<file path="config.mk">
export PLATFORM = sky130hd
export DESIGN_NAME = key_set_ctrl
export DESIGN_NICKNAME = d
export VERILOG_FILES = /design/src/rtl/key_set_ctrl_pkg.sv /design/src/rtl/key_set_ctrl_ms_timer.sv /design/src/rtl/key_set_ctrl.sv
export SDC_FILE = /design/constraint.sdc
export NUM_CORES = 1
export LEC_CHECK = 0
export CAP_MARGIN = 5
export CORE_ASPECT_RATIO = 1.2
export CORE_MARGIN = 5
export CORE_UTILIZATION = 55
export DETAILED_ROUTE_END_ITERATION = 8
export PLACE_DENSITY = 0.74
export RECOVER_POWER = 50
export SYNTH_ARGS = -nofsm -noshare
export SYNTH_HDL_FRONTEND = slang
export SYNTH_SLANG_ARGS = --single-unit
</file>
<file path="constraint.sdc">
create_clock -name SYS_CLK -period 3.15 [get_ports SYS_CLK]
set_input_delay 0.945 -clock SYS_CLK [delete_from_list [all_inputs] [get_ports SYS_CLK]]
set_output_delay 0.945 -clock SYS_CLK [all_outputs]
set_load 0.02 [all_outputs]
</file>
<file path="src/rtl/key_set_ctrl_pkg.sv">
// Shared constants for the calendar time-set key controller: field indices,
// FSM state encoding and counter widths.
package key_set_ctrl_pkg;

    localparam int FIELD_W  = 3;
    localparam int MS_CNT_W = 16;

    localparam logic [FIELD_W-1:0] FLD_YEAR  = 3'd0;
    localparam logic [FIELD_W-1:0] FLD_MONTH = 3'd1;
    localparam logic [FIELD_W-1:0] FLD_DAY   = 3'd2;
    localparam logic [FIELD_W-1:0] FLD_HOUR  = 3'd3;
    localparam logic [FIELD_W-1:0] FLD_MIN   = 3'd4;
    localparam logic [FIELD_W-1:0] FLD_SEC   = 3'd5;

    // Two-bit encoding leaves spare codes; any of them falls back to run mode.
    typedef enum logic [1:0] {
        ST_RUN = 2'b00,
        ST_SET = 2'b01
    } state_t;

endpackage

</file>
<file path="src/rtl/key_set_ctrl_ms_timer.sv">
// Millisecond counter advanced by the shared 1 ms strobe; wraps to zero and
// flags done on the tick that brings it to the limit.
module key_set_ctrl_ms_timer
    import key_set_ctrl_pkg::*;
(
    input  logic                clk,
    input  logic                rst_n,
    input  logic                clr,
    input  logic                en,
    input  logic                tick,
    input  logic [MS_CNT_W-1:0] limit,
    output logic                done
);

    logic [MS_CNT_W-1:0] count;
    logic                hit;

    assign hit = (count == (limit - MS_CNT_W'(1)));

    // A clear in the same cycle as the final tick suppresses done.
    assign done = en & tick & ~clr & hit;

    always_ff @(posedge clk or negedge rst_n) begin
        if (!rst_n) begin
            count <= '0;
        end else if (clr) begin
            count <= '0;
        end else if (en && tick) begin
            count <= hit ? '0 : count + MS_CNT_W'(1);
        end
    end

endmodule

</file>
<file path="src/rtl/key_set_ctrl.sv">
// Turns debounced MODE/UP/DOWN key pulses into calendar set-mode control:
// field selection, inc/dec strobes, inactivity auto-exit and field blink.
module key_set_ctrl
    import key_set_ctrl_pkg::*;
#(
    parameter int unsigned NUM_FIELDS = 6,
    parameter int unsigned TIMEOUT_MS = 10000,
    parameter int unsigned BLINK_MS   = 500
) (
    input  logic               SYS_CLK,
    input  logic               SYS_RST_N,
    input  logic               MS_F,
    input  logic               KEY_MODE,
    input  logic               KEY_UP,
    input  logic               KEY_DN,
    output logic               SET_MODE,
    output logic [FIELD_W-1:0] FIELD_SEL,
    output logic               INC_P,
    output logic               DEC_P,
    output logic               BLINK,
    output logic               EXIT_P
);

    localparam logic [FIELD_W-1:0]  LAST_FIELD  = FIELD_W'(NUM_FIELDS - 1);
    localparam logic [MS_CNT_W-1:0] TIMEOUT_LIM = MS_CNT_W'(TIMEOUT_MS);
    localparam logic [MS_CNT_W-1:0] BLINK_LIM   = MS_CNT_W'(BLINK_MS);

    state_t state;
    state_t next_state;

    logic               in_set;
    logic               any_key;
    logic               up_only;
    logic               dn_only;
    logic               field_last;
    logic               strobe_busy;
    logic               idle_clr;
    logic               idle_done;
    logic               blink_clr;
    logic               blink_done;

    logic               set_n;
    logic [FIELD_W-1:0] field_n;
    logic               inc_n;
    logic               dec_n;
    logic               blink_n;
    logic               exit_n;

    assign in_set      = (state == ST_SET);
    assign any_key     = KEY_MODE | KEY_UP | KEY_DN;
    assign up_only     = KEY_UP & ~KEY_DN & ~KEY_MODE;
    assign dn_only     = KEY_DN & ~KEY_UP & ~KEY_MODE;
    assign field_last  = (FIELD_SEL >= LAST_FIELD);
    assign strobe_busy = INC_P | DEC_P;

    // Counters sit at zero outside set mode; any key restarts the idle window,
    // while only keys that refresh the display restart the blink phase.
    assign idle_clr  = ~in_set | any_key;
    assign blink_clr = ~in_set | KEY_MODE | (KEY_UP ^ KEY_DN) | idle_done;

    key_set_ctrl_ms_timer u_idle_timer (
        .clk   (SYS_CLK),
        .rst_n (SYS_RST_N),
        .clr   (idle_clr),
        .en    (in_set),
        .tick  (MS_F),
        .limit (TIMEOUT_LIM),
        .done  (idle_done)
    );

    key_set_ctrl_ms_timer u_blink_timer (
        .clk   (SYS_CLK),
        .rst_n (SYS_RST_N),
        .clr   (blink_clr),
        .en    (in_set),
        .tick  (MS_F),
        .limit (BLINK_LIM),
        .done  (blink_done)
    );

    always_ff @(posedge SYS_CLK or negedge SYS_RST_N) begin
        if (!SYS_RST_N) begin
            state     <= ST_RUN;
            SET_MODE  <= 1'b0;
            FIELD_SEL <= FLD_YEAR;
            INC_P     <= 1'b0;
            DEC_P     <= 1'b0;
            BLINK     <= 1'b0;
            EXIT_P    <= 1'b0;
        end else begin
            state     <= next_state;
            SET_MODE  <= set_n;
            FIELD_SEL <= field_n;
            INC_P     <= inc_n;
            DEC_P     <= dec_n;
            BLINK     <= blink_n;
            EXIT_P    <= exit_n;
        end
    end

    always_comb begin
        next_state = ST_RUN;
        case (state)
            ST_RUN: begin
                next_state = KEY_MODE ? ST_SET : ST_RUN;
            end
            ST_SET: begin
                next_state = ST_SET;
                if (KEY_MODE && field_last) begin
                    next_state = ST_RUN;
                end else if (idle_done) begin
                    next_state = ST_RUN;
                end
            end
            default: begin
                next_state = ST_RUN;
            end
        endcase
    end

    // Strobes are one-cycle pulses with no handshake: the calendar counters
    // must act on every cycle INC_P/DEC_P/EXIT_P is high, and never see two
    // consecutive inc/dec cycles.
    always_comb begin
        set_n   = (next_state == ST_SET);
        field_n = FIELD_SEL;
        inc_n   = 1'b0;
        dec_n   = 1'b0;
        blink_n = BLINK;
        exit_n  = 1'b0;
        case (state)
            ST_RUN: begin
                field_n = FLD_YEAR;
                blink_n = KEY_MODE;
            end
            ST_SET: begin
                if (KEY_MODE) begin
                    if (field_last) begin
                        field_n = FLD_YEAR;
                        blink_n = 1'b0;
                        exit_n  = 1'b1;
                    end else begin
                        field_n = FIELD_SEL + FIELD_W'(1);
                        blink_n = 1'b1;
                    end
                end else if (up_only) begin
                    inc_n   = ~strobe_busy;
                    blink_n = 1'b1;
                end else if (dn_only) begin
                    dec_n   = ~strobe_busy;
                    blink_n = 1'b1;
                end else if (idle_done) begin
                    field_n = FLD_YEAR;
                    blink_n = 1'b0;
                    exit_n  = 1'b1;
                end else if (blink_done) begin
                    blink_n = ~BLINK;
                end
            end
            default: begin
                field_n = FLD_YEAR;
                blink_n = 1'b0;
            end
        endcase
    end

endmodule
</file>
# Word-level counts from Yosys, hierarchy flattened
# Cells that the tools add are included.
# classes
add_sub_neg,3
shifts,0
n_lt_le_gt_ge,1
n_eq_ne,8
bitwise_logic,25
n_reduce_logical,6
n_mul,0
n_mux,36
div,0
# ops
operator,count
two-way mux 16 bit,6
"adder 16 x 1 -> 16 bit, second input constant",2
two-way mux 1 bit,22
two-way mux 3 bit,6
"equality test 16 x 14 -> 1 bit, second input constant",1
"equality test 16 x 9 -> 1 bit, second input constant",1
bitwise AND 1 bit,9
inverter 1 bit,8
OR 1 bit,7
"!= test 3 bit, second input constant",2
"!= test 6 x 2 -> 1 bit, second input constant",1
"equality test 2 x 1 -> 1 bit, second input constant",2
one-hot mux 1 bit (2 select lines),2
nonzero test 2 bit,2
"adder 3 x 1 -> 3 bit, second input constant",1
"greater-or-equal comparator 3 bit, second input constant",1
"!= test 3 x 2 -> 1 bit, second input constant",1
AND reduction 3 bit,1
logical AND 1 bit,2
zero test 2 bit,1
bitwise XOR 1 bit,1
# totals
in_bits,6
mem_count,0
wordCells,88
ff_bits,42
rom_bits,0
latch_bits,0
mem_bits_rw,0
output_inout_bits,8

# Logic depth before layout (Yosys ltp)
# Gate-level depths: netlist of run 1.
# depth
word_depth,16
ltp_mapped,9
ltp_nobuf,8

# Cells and area by module
# Synthesis of run 1 repeated with hierarchy kept, for this count alone.
# hier_totals
hier_cells,441
hier_area_um2,3683.5
# modules_own_cells
mod,seq_area_each_um2,n_inst,cells_each,area_each_um2
key_set_ctrl_ms_timer,400.4,2,196,1609.0
key_set_ctrl,200.2,1,49,465.4

# Worst setup path before layout of run 1
# No wires, ideal clock.
# synth_timing
kind,input port to flip-flop
from,in KEY_MODE
to,reg u_blink_timer.count[1]
t_arrival_ps,2188
slack_ps,841
setup_time_ps,121
stages,7
required_time_ps,3029
n_path_buf,1
cell_sequence,and2b_1 buf_6 nand3_4 or4_4 nand4_2 nor2_2 a22o_1
# synth_via
elab_chain_len,8
elab_cells_between_ends,11
cone_classes,1 x mux; 9 x bitwise; 1 x reduce/logical
# synth_lines
item,line_no,rtl
from (decl),key_set_ctrl.sv:13,"input logic KEY_MODE,"
OR 1 bit (2 in series),key_set_ctrl.sv:50,assign any_key = KEY_MODE | KEY_UP | KEY_DN;
OR 1 bit,key_set_ctrl.sv:58,assign idle_clr = ~in_set | any_key;
inverter 1 bit,key_set_ctrl_ms_timer.sv:21,assign done = en & tick & ~clr & hit;
bitwise AND 1 bit (2 in series),key_set_ctrl_ms_timer.sv:21,
OR 1 bit *,key_set_ctrl.sv:59,assign blink_clr = ~in_set | KEY_MODE | (KEY_UP ^ KEY_DN) | idle_done;
two-way mux 16 bit / nonzero test 2 bit (equally long branches),-,
to (signal assigned),key_set_ctrl_ms_timer.sv:29,count <= hit ? '0 : count + MS_CNT_W'(1);
to (decl),key_set_ctrl_ms_timer.sv:15,logic [MS_CNT_W-1:0] count;
# Every way passes the cells marked *; elsewhere a longest branch is shown, timed or not.
# A chain may end at the register's enable or synchronous reset.

# Worst setup path in the final report of run 1
# layout_timing
from,in KEY_UP
to,reg u_blink_timer.count[11]
# layout_via
elab_chain_len,8
elab_cells_between_ends,11
cone_classes,1 x mux; 9 x bitwise; 1 x reduce/logical
# layout_lines
item,line_no,rtl
from (decl),key_set_ctrl.sv:14,"input logic KEY_UP,"
OR 1 bit (2 in series),key_set_ctrl.sv:50,
OR 1 bit,key_set_ctrl.sv:58,
inverter 1 bit,key_set_ctrl_ms_timer.sv:21,
bitwise AND 1 bit (2 in series),key_set_ctrl_ms_timer.sv:21,
OR 1 bit *,key_set_ctrl.sv:59,
two-way mux 16 bit / nonzero test 2 bit (equally long branches),-,
# Marks and branches as above.

==> results of run 1 <==
state kept, by name (all words and copies together), names as in the netlist:
register             flops
BLINK                    1
FIELD_SEL                3
u_idle_timer.count      16
u_blink_timer.count     16
DEC_P                    1
EXIT_P                   1
state                    1
INC_P                    1
path summary, 6_finish.rpt:
path,start,end,slack [ns],cells past startpoint
max reg2reg,u_idle_timer.count[12],u_idle_timer.count[15],0.81,7
max in group asynchronous,SYS_RST_N,u_blink_timer.count[15],0.73,1
min in group asynchronous,SYS_RST_N,u_blink_timer.count[6],1.23,1
min reg2reg,INC_P,INC_P,0.47,1
min,INC_P,INC_P,0.47,1
max,KEY_UP,u_blink_timer.count[11],0.48,9
kinds of logic after synthesis:
| kind of cell | Yosys count | synth area share |
|---|---|---|
| adders and majority gates | 6 | 0.0337 |
| xor gates and xnor gates | 16 | 0.0628 |
| muxes | 1 | 0.00505 |
| DFF | 40 | 0.449 |
| and+or+nand+nor | 118 | 0.277 |
| AOI/OAI and AO/OA | 48 | 0.135 |
| buffers and inverters | 16 | 0.0376 |
cells in the mapped netlist, types with 4 or more instances:
cell,instances
o21ai_0,20
and3_1,11
xor2_1,9
a21oi_1,5
nor2_1,27
ha_1,6
nor3_1,4
inv_1,8
o31ai_1,5
nand2b_1,5
nand2_1,32
o21ai_1,4
nand3_1,13
dfrtp_1,40
xnor2_1,7
metal layers:
layer	share of wire	track usage	wire length, µm	vias to the layer above
met3	0.026	0.0465	109	6
met1	0.48	0.255	2030	825
li1	-	-	-	896
met2	0.48	0.284	2050	18
met4	0.018	0.0716	76	0
met5	0	0	0	-
power by group through the flow:
stage          combinational [mW]  clock, mW  sequential [mW]
5_1_grt                     0.302      0.497            0.598
6_report                    0.268      0.460            0.589
2_1_floorplan               0.149          0            0.623
3_5_place_dp                0.273          0            0.600
4_1_cts                     0.276      0.471            0.590
3_3_place_gp                0.271          0            0.598
critical path: stages:
cell	delay (ns)
clkdlybuf4s50_1	0.50
inv_1	0.06
ha_1	0.34
nand4bb_1	0.20
and3_1	0.28
and3_1	0.22
nand4b_1	0.09
a21oi_1	0.07
a21o_1	0.15
area by class of cell:
| cell class | instances | share of cell area |
|---|---|---|
| clock buffers | 7 | 0.0380 |
| well taps | 54 | 0.0267 |
| repair buffers | 19 | 0.0637 |
| flip-flops and latches | 40 | 0.395 |
| inverters | 8 | 0.0119 |
| multi-input cells | 189 | 0.453 |
| clock inverters | 1 | 0.0119 |
==> results.ini, run 1 <==
[detailed_routing]
drtPass1Iterations = 4
vias = 1745
wl_per_cell_um = 13.4
via_per_inst = 5.49
ant_nets = 0
first_iter_violations = 119
totalWireLength_um = 4270
drc_errors = 0

[timing]
finalCriticalPeriod_ns = 2.67
setup_ws_ns = 0.484
hold_viol = 0
hold_slack_ns = 0.465
setup_viol = 0
drv_slew = 41
fin_worst_skew_ns = 0.00501
worst_pin_slew_ns = 2.07
fin_crit_sh = 0.846
rsz0062_at_grt = false
fmax_mhz = 375
tns_ns = 0
maxSlewHeadroom = -0.381

[critical_path]
arrival_ns = 2.86
worst_setup_path_start_kind = input port
crit_fanout = 4
path_class = input port to flop
cp.required_ns = 3.34
cp-end-kind = flop

[cts]
cts_tree = built
ctsResizeCount = 0
cts-buffers-inserted = 5
ctsHtreeMaxLevel = 2
cts.reportedPaths.clkPinSlew_ns = 0.08
clk_latency_ns = 0.29
cts_sinks = 40
root_buffer = clkbuf_8
cts_setup_buffers = 0
clockBufferDepth = 2
cts_hold_buf = 0

[synth]
synth.area.top_cells = dfrtp_1 45%, nand2_1 5.4%, nor2_1 4.5%, o21ai_0 4.5%, xor2_1 3.5%
ys.flop_type = dfrtp_1
synth_seq_area_share = 0.449
syn_avg_cell_area_um2 = 9.11
yosysTopAreaCell = dfrtp_1
synth-edff-count = 0
synthesis.nets = 257
syn_inst = 245
ys_warn_count = 0
async_flop_share = 1.00
netlist_area_um2 = 2230
synth.distinct_cells = 47
ys_ff_latch = 40
netlist.area_leader.share = 0.449

[global_route]
antenna_found_initial = 0
gr-total-overflow = 0
grt_pass1_wl_um = 7720
gr-usage-all-layers = 0.188
grt_max_degree = 41
grt_pass1_vias = 1621

[power]
ir_drop_mv = 0.317
pwr_density_cell_nw_per_um2 = 520
swShare = 0.280
p_switching_mw = 0.369
intPower_mw = 0.947
p_leak_nw = 1.09
total_power_mw = 1.32
clkPwrFrac = 0.349
power_frac_seq = 0.447
comb_power_share = 0.203

[place]
port_buffers = 13
place_inst = 309
dp_slack_ns = 0.186
place_area_um2 = 2410
post-dp-hpwl_um = 2950
place.gp.congestion = 0.924

[run_status]
failed_checks = max-capacitance violations, max-slew violations
status = finished, violations left

[finish]
design_area_um2 = 2530
layoutNonFillerInstCount = 318
syn2layout_area_growth_pct = 13.5
mostFrequentLayoutCell = dfrtp_1
multi_input_area_um2 = 1150
final_cell_mix = 40 x dfrtp_1, 32 x nand2_1, 27 x nor2_1
drive_gt1_frac = 0.0720
utilization = 0.643
register_area_um2 = 1000
nFillCells = 348
diodes = 0
nets = 275

[die]
die_x_um = 68.1
core_area_um2 = 3940
ios = 14
rows = 25
start_util = 0.566
dieArea_um2 = 5440
die_y_um = 79.8

[flow_run]
drv_cap = 1

[worst_hold_path]
holdCritPathClass = flop to flop

Power figures use the tool's default switching activity.
==> inputs of run 2 (changes only) <==
Clock period 3.15 ns to 2.5 ns, I/O delays scaled along.
==> results.ini, run 2 (synthesis gave the netlist of run 1 again) <==
[cts]
cts_sinks = 40
cts-buffers-inserted = 5
clk_latency_ns = 0.29
root_buffer = clkbuf_8
ctsHtreeMaxLevel = 2
cts_tree = built
cts.reportedPaths.clkPinSlew_ns = 0.08
clockBufferDepth = 2

[global_route]
met1_usage = 0.255
grt_pass1_vias = 1752
gr-total-overflow = 0
grt_busiest_layer = met2
gr-usage-all-layers = 0.199
grt_max_degree = 27
met3_usage = 0.0423
grt_pass1_wl_um = 8180
antenna_found_initial = 0
use_met2 = 0.328

[timing]
finalCriticalPeriod_ns = 2.35
rsz0062_at_grt = false
worst_pin_slew_ns = 1.33
hold_viol = 0
setup_viol = 0
fin_crit_sh = 0.940
drv_slew = 0
fin_worst_skew_ns = 0.00349
fmax_mhz = 426
maxSlewHeadroom = 0.112

[die]
core_area_um2 = 3940
ios = 14
die_x_um = 68.1
start_util = 0.566
dieArea_um2 = 5440
die_y_um = 79.8
rows = 25

[power]
pwr_density_cell_nw_per_um2 = 618
p_leak_nw = 1.14
total_power_mw = 1.62
ir_drop_mv = 0.389

[place]
place.gp.congestion = 0.860
post-dp-hpwl_um = 3250
place_inst = 324
port_buffers = 13
place_area_um2 = 2520

[finish]
nets = 289
nFillCells = 341
design_area_um2 = 2620
layoutNonFillerInstCount = 332
register_area_um2 = 1000
top_regs = u_blink_timer.count x16, u_idle_timer.count x16, FIELD_SEL x3
multi_input_area_um2 = 1150
drive_gt1_frac = 0.112
final_cell_mix = 40 x dfrtp_1, 32 x nand2_1, 27 x nor2_1
mostFrequentLayoutCell = dfrtp_1
syn2layout_area_growth_pct = 17.6
diodes = 0

[detailed_routing]
drtPass1Iterations = 4
vias = 1834
drc_errors = 0
totalWireLength_um = 4600
wl_per_cell_um = 13.8
ant_nets = 0
first_iter_violations = 67
via_per_inst = 5.52

[critical_path]
path_cells = clkdlybuf4s50_1 > inv_1 > ha_1 > nand4bb_1 > and3_1 > and4_1 > nand4_1 > xor2_1 > nor2_1
cpMaxStageDelayCell = clkdlybuf4s50_1
path_class = input port to flop
max_stage_delay_ns = 0.50
worst_setup_path_start_kind = input port
cp.required_ns = 2.69
crit_fanout = 4
cp-end-kind = flop
arrival_ns = 2.54

[run_status]
status = complete, no violations

[flow_run]
drv_cap = 0

[worst_hold_path]
holdCritPathClass = flop to flop

## run 2: changes by cell type in the layout (fill, tap and decap cells not counted)
| cell | previous run | this run |
|---|---|---|
| o31ai_2 | 1 | 0 |
| o31ai_4 | 0 | 1 |
| clkbuf_1 | 3 | 5 |
| buf_4 | 4 | 17 |
| clkinv_2 | 0 | 1 |
| clkbuf_8 | 7 | 5 |
## run 2: worst max-delay path: cells and delay by family
kind                     cells  cell delay (ns)
XOR/XNOR                     1             0.16
adder cells (fa/ha/maj)      1             0.31
buffers and inverters        2             0.55
AND/OR/NAND/NOR              5             0.76
## run 2: path summary, 6_finish.rpt
| path | start | end | slack, ns | depth (start not counted) |
|---|---|---|---|---|
| hold / removal | INC_P | DEC_P | 0.46 | 1 |
| max in group asynchronous | SYS_RST_N | u_idle_timer.count[6] | 0.77 | 2 |
| setup reg to reg | u_idle_timer.count[15] | u_idle_timer.count[15] | 0.32 | 6 |
| setup / recovery | KEY_UP | u_blink_timer.count[15] | 0.15 | 9 |
| hold reg to reg | INC_P | DEC_P | 0.46 | 1 |
| min in group asynchronous | SYS_RST_N | u_blink_timer.count[5] | 0.74 | 1 |
## run 2: routing by layer
metal	share of wire	vias up
met3	0.023	5
met4	0.013	0
met1	0.47	885
met2	0.50	17
met5	0	-
li1	-	927
## run 2: per-stage QoR
stage,worst slack (ns),TNS (ns),hold slack (ns),util
6_report,0.151,0,0.461,0.666
5_1_grt,0.0151,0,0.487,0.666
3_5_place_dp,-0.156,-1.19,0.448,0.639
4_1_cts,0.160,0,0.455,0.669
3_3_place_gp,-0.135,-1.18,0.448,0.639
2_1_floorplan,0.386,0,0.446,-
## run 2: layout make-up
class                      instances  share of cell area
sequential                        40               0.381
tap                               54              0.0258
inverter                           8              0.0114
clock buffer                       6              0.0277
multi-input combinational        189               0.440
timing repair buffer              33               0.100
clock inverter                     2              0.0134
## run 2: repair_timing
item,4_1_cts,5_1_grt
endpoints found under the setup margin,2,0
hold buffers,0,0
gates resized for setup,1,0
setup buffers,0,0
endpoints found under the hold margin,0,0
## run 2: power breakdown
group	total, mW	switching [mW]	leakage [nW]	internal (mW)
combinational	0.355	0.186	0.540	0.168
clock	0.523	0.227	0.0552	0.296
sequential	0.743	0.0548	0.547	0.688
total	1.62	0.468	1.14	1.15
==> RTL change 1 (config.mk and constraints of run 2) <==
Reset style: synchronous (`SYS_RST_N` and `rst_n`), changed in 2 clocked blocks.
--- a/src/rtl/key_set_ctrl_ms_timer.sv
+++ b/src/rtl/key_set_ctrl_ms_timer.sv
@@ -20,7 +20,7 @@
     // A clear in the same cycle as the final tick suppresses done.
     assign done = en & tick & ~clr & hit;
 
-    always_ff @(posedge clk or negedge rst_n) begin
+    always_ff @(posedge clk) begin
         if (!rst_n) begin
             count <= '0;
         end else if (clr) begin
--- a/src/rtl/key_set_ctrl.sv
+++ b/src/rtl/key_set_ctrl.sv
@@ -78,7 +78,7 @@
         .done  (blink_done)
     );
 
-    always_ff @(posedge SYS_CLK or negedge SYS_RST_N) begin
+    always_ff @(posedge SYS_CLK) begin
         if (!SYS_RST_N) begin
             state     <= ST_RUN;
             SET_MODE  <= 1'b0;
Check against the original RTL: differs if SYS_RST_N is asserted again (counterexample within 4 cycles, from zero or initial values and one cycle with SYS_RST_N low); with SYS_RST_N held inactive, the same outputs for 10 cycles.
==> RTL change 1 against run 2 <==
- first-iteration DRC count increased by 6.0%
- setup slack better by 0.15 ns
- cell area shrank 15%
- critical endpoint is now BLINK
- wire length down 22%
- sequential cell count unchanged
- synthesized area shrank 12%
- register-to-register slack gained 0.23 ns
Power is not compared: it rests on default switching activity, and its combinational part moved more than twofold at a synthesized area within 25%.
==> RTL change 1: results (changes against run 2) <==
- Status: finished, final reports clean
- Hold_sp: u_idle_timer.count[1]
- FILL cells: 291 (-15%)
- Slowest stage delay, CP: 0.60 ns (+0.10 ns)
- Post-synthesis sequential area ratio: 0.410 (-0.0387)
- Mux share of post-synthesis cell area: 0 (-0.00505)
- Post-synthesis cell type count: 35 (-26%)
- Post-CTS Setup Bufs: 0 (unchanged)
- Reg2reg start: u_idle_timer.count[5]
- Hold path endpoint: u_idle_timer.count[1]
- Slowest cell on crit path: dlygate4sd3_1
- Clock Skew: 0.00592 ns (+0.00242 ns)
- Area share of fa/ha/maj cells after synthesis: 0.0384 (+0.00479)
- Ratio of cells with drive above 1 in the final layout: 0.0870 (-0.0246)
- Critical path arrival: 2.39 ns (-0.15 ns)
- Global-route wire length before repair: 6000 um (-27%)
- Async set or reset register ratio after synthesis: 0 (-1.00)
- Post-DP HPWL: 2560 um (-21%)
- Initial DRC Count: 71 (+6.0%)
- R2R Setup Slk: 0.55 ns (+0.23 ns)
- Nets: 264 (-8.7%)
- Class of the worst hold path: reg2reg
- Peak supply drop: 427 uV
- Synthesized Nets: 240 (-6.6%)
- Vias: 1598 (-13%)
- Vias in the first global route: 1475 (-16%)
- Post-cts resize count: 0 (-1)
- Synth Area in Compound Gates: 0.0474 (-0.0878)
- Cell family with most CP delay: buffers and inverters
- WHS Path Cells: 2 (+1)
- Commonest cells post-synth: dfxtp_1, nor2_1, nand2_1
- Pin count of the biggest net entering global routing: 17 (-37%)
- Reg-to-reg critical path endpoint: u_idle_timer.count[4]
- Final Wtd Congestion: 0.833 (-3.1%)
- Max-slew headroom: 0.684 (+0.572)
RTL change 1: changes by cell type in the layout (fill, tap and decap cells not counted), sizes merged, moves of 9 or more:
cell   change
nand2      -9
dfrtp     -40
nor2      +10
o21ai     -20
dfxtp     +40
buf        -9
RTL change 1: how the worst max path moves through the flow:
stage                         from  cells past startpoint                 endpoint  slack (ns)
after floorplan           KEY_MODE                      7   u_blink_timer.count[7]        0.53
after global placement      KEY_DN                      7                    BLINK        0.08
after detailed placement    KEY_DN                      7                    BLINK        0.07
after CTS                     MS_F                      7    u_idle_timer.count[4]        0.37
after global routing          MS_F                      6  u_blink_timer.count[11]        0.17
final                         MS_F                      7                    BLINK        0.30
RTL change 1: power groups by stage:
stage                     sequential [mW]  clock, mW  combinational [mW]
after global placement              0.658          0              0.0670
final                               0.643      0.435              0.0650
after detailed placement            0.658          0              0.0669
after global routing                0.643      0.471              0.0722
after floorplan                     0.662          0              0.0346
after CTS                           0.643      0.454              0.0674
RTL change 1: cell type report:
type	count	area [um^2]	share of cell area
Clock buffer	8	90.1	0.0402
Inverter	6	22.5	0.0100
Multi-Input combinational cell	175	1080	0.480
Sequential cell	40	801	0.357
Tap cell	37	46.3	0.0206
Timing Repair Buffer	24	205	0.0915
RTL change 1: kinds of logic after synthesis:
kind of cell    count (synthesis)
simple gates                  124
flops                          40
xor+xnor                       29
compound gates                 16
buf+inv                        13
fa+ha+maj                       6
RTL change 1: metrics by stage:
stage	hold WS (ns)	area, um^2	std cells	total power [mW]	setup WS, ns
floorplan	0.454	1950	228	0.697	0.525
global placement	0.468	2160	282	0.725	0.0821
detailed placement	0.466	2160	282	0.725	0.0708
CTS	0.477	2250	290	1.16	0.370
global route	0.493	2240	290	1.19	0.175
finish	0.477	2240	290	1.14	0.297
RTL change 1: worst register-to-register path: stages, from the launching register on:
cell and delay, ns:
dfxtp_1 0.35, or4b_1 0.59, nor4_4 0.30, clkbuf_4 0.18, nand2_1 0.06, nand3_2 0.26
nor2_1 0.09
RTL change 1: routing by layer:
| metal | track usage | wire length, um | part of all wire |
|---|---|---|---|
| met5 | 0 | 0 | 0 |
| met4 | 0.0915 | 97 | 0.027 |
| met3 | 0.0403 | 131 | 0.037 |
| met2 | 0.283 | 1690 | 0.47 |
| met1 | 0.174 | 1660 | 0.46 |
==> RTL change 2 (settings of run 2) <==
Made on the original files. Change the package constant `FIELD_W` from 3 to 4.
--- a/src/rtl/key_set_ctrl_pkg.sv
+++ b/src/rtl/key_set_ctrl_pkg.sv
@@ -2,7 +2,7 @@
 // FSM state encoding and counter widths.
 package key_set_ctrl_pkg;
 
-    localparam int FIELD_W  = 3;
+    localparam int FIELD_W  = 4;
     localparam int MS_CNT_W = 16;
 
     localparam logic [FIELD_W-1:0] FLD_YEAR  = 3'd0;
Ports: changed (resized FIELD_SEL); port bits go from 14 to 15. No check against the original RTL was run, so the function may have changed too.
==> RTL change 2 against run 2 <==
- setup slack got worse by 0.029 ns
- maximum frequency decreased by 1.2%
- sequential cell count increased by 1
- cell area increased by 6.4%
- wire length increased by 11%
- total power decreased by 0.48%
- synthesized area increased by 5.2%
- hold slack improved by 0.0083 ns
==> RTL change 2: results (changes against run 2) <==
- Top cells by area, synth: dfrtp_1, nand2_1, nor2_1
- Final Wtd Congestion: 0.829 (-3.6%)
- Data buffer area share: 0.118 (+0.0182)
- Sw Pwr: 0.507 mW (+8.2%)
- Max-slew headroom: 0.317 (+0.205)
- Status: finished, final reports clean
- Worst Path Max Fanout: 6 (+2)
- Global-route wire length before repair: 9050 um (+11%)
- Total GRT Usage: 0.200 (+0.00138)
- Post-DP Area: 2710 um^2 (+7.4%)
- Initial DRC Count: 168 (+150%)
- Post-DP HPWL: 3630 um (+12%)
- Wire length per cell: 14.3 um (+3.1%)
- Ratio of cells with drive above 1 in the final layout: 0.120 (+0.00809)
- Post-Synth XOR/XNOR Area: 0.0411 (-0.0217)
- Placed instance count: 349 (+7.7%)
- Commonest cells post-synth: dfrtp_1, nand2_1, nor2_1
- Vias: 2041 (+11%)
- Critical path arrival: 2.59 ns (+0.05 ns)
- Post-Route WL: 5100 um (+11%)
- Place WS: -0.184 ns (-0.0285 ns)
- Rows: 26 (+4.0%)
- Clock Skew: 0.00425 ns (+0.000757 ns)
- Class of the worst hold path: reg2reg
- Gate Count Post-Synth: 263 (+7.3%)
- Multi-input gate area: 1250 um^2 (+8.5%)
- Clock buf/inv share: 0.0296 (-0.0114)
- Port Buffers: 14 (+1)
- Area share of fa/ha/maj cells after synthesis: 0.0373 (+0.00368)
- Peak supply drop: 300 uV (-23%)
- Reg area: 1030 um^2 (+2.5%)
- Clk power: 0.417 mW (-20%)
- Synthesized Nets: 276 (+7.4%)
- Post-synthesis sequential area ratio: 0.437 (-0.0113)
- Nets: 313 (+8.3%)
- Slowest stage delay, CP: 0.54 ns (+0.04 ns)
- Synth Area in Compound Gates: 0.133 (-0.00183)
- Top Registers: u_blink_timer.count x16, u_idle_timer.count x16, FIELD_SEL x4
- Post-synthesis cell type count: 42 (-11%)
- Seq_cells: 41 (+2.5%)
- Buffers, non-clock: 37 (+12%)
- Pin count of the biggest net entering global routing: 42 (+56%)
- FILL cells: 340 (-0.29%)
- Syn-to-layout area delta: 19.0%
- Pwr Density: 578 nW/um^2 (-6.5%)
[RTL change 2: repair_timing]
action / 4_1_cts / 5_1_grt
gates resized for setup: 0 / 1
hold endpoints to repair: 0 / 0
endpoints found under the setup margin: 0 / 1
[RTL change 2: metal layers]
layer / up-vias / GRT usage / part of all wire
met1: 975 / 0.243 / 0.45
met5: - / 0 / 0
met4: 0 / 0.0900 / 0.019
met2: 29 / 0.346 / 0.50
met3: 9 / 0.0416 / 0.029
li1: 1028 / - / -
[RTL change 2: path summary, 6_finish.rpt]
| path | from | end | slack [ns] | cells after the start |
|---|---|---|---|---|
| min reg2reg | DEC_P | DEC_P | 0.47 | 1 |
| min | DEC_P | DEC_P | 0.47 | 1 |
| min in group asynchronous | SYS_RST_N | INC_P | 0.71 | 2 |
| max in group asynchronous | SYS_RST_N | u_blink_timer.count[4] | 1.16 | 2 |
| max | KEY_UP | u_blink_timer.count[13] | 0.12 | 8 |
| max reg2reg | u_idle_timer.count[5] | u_idle_timer.count[3] | 0.56 | 6 |
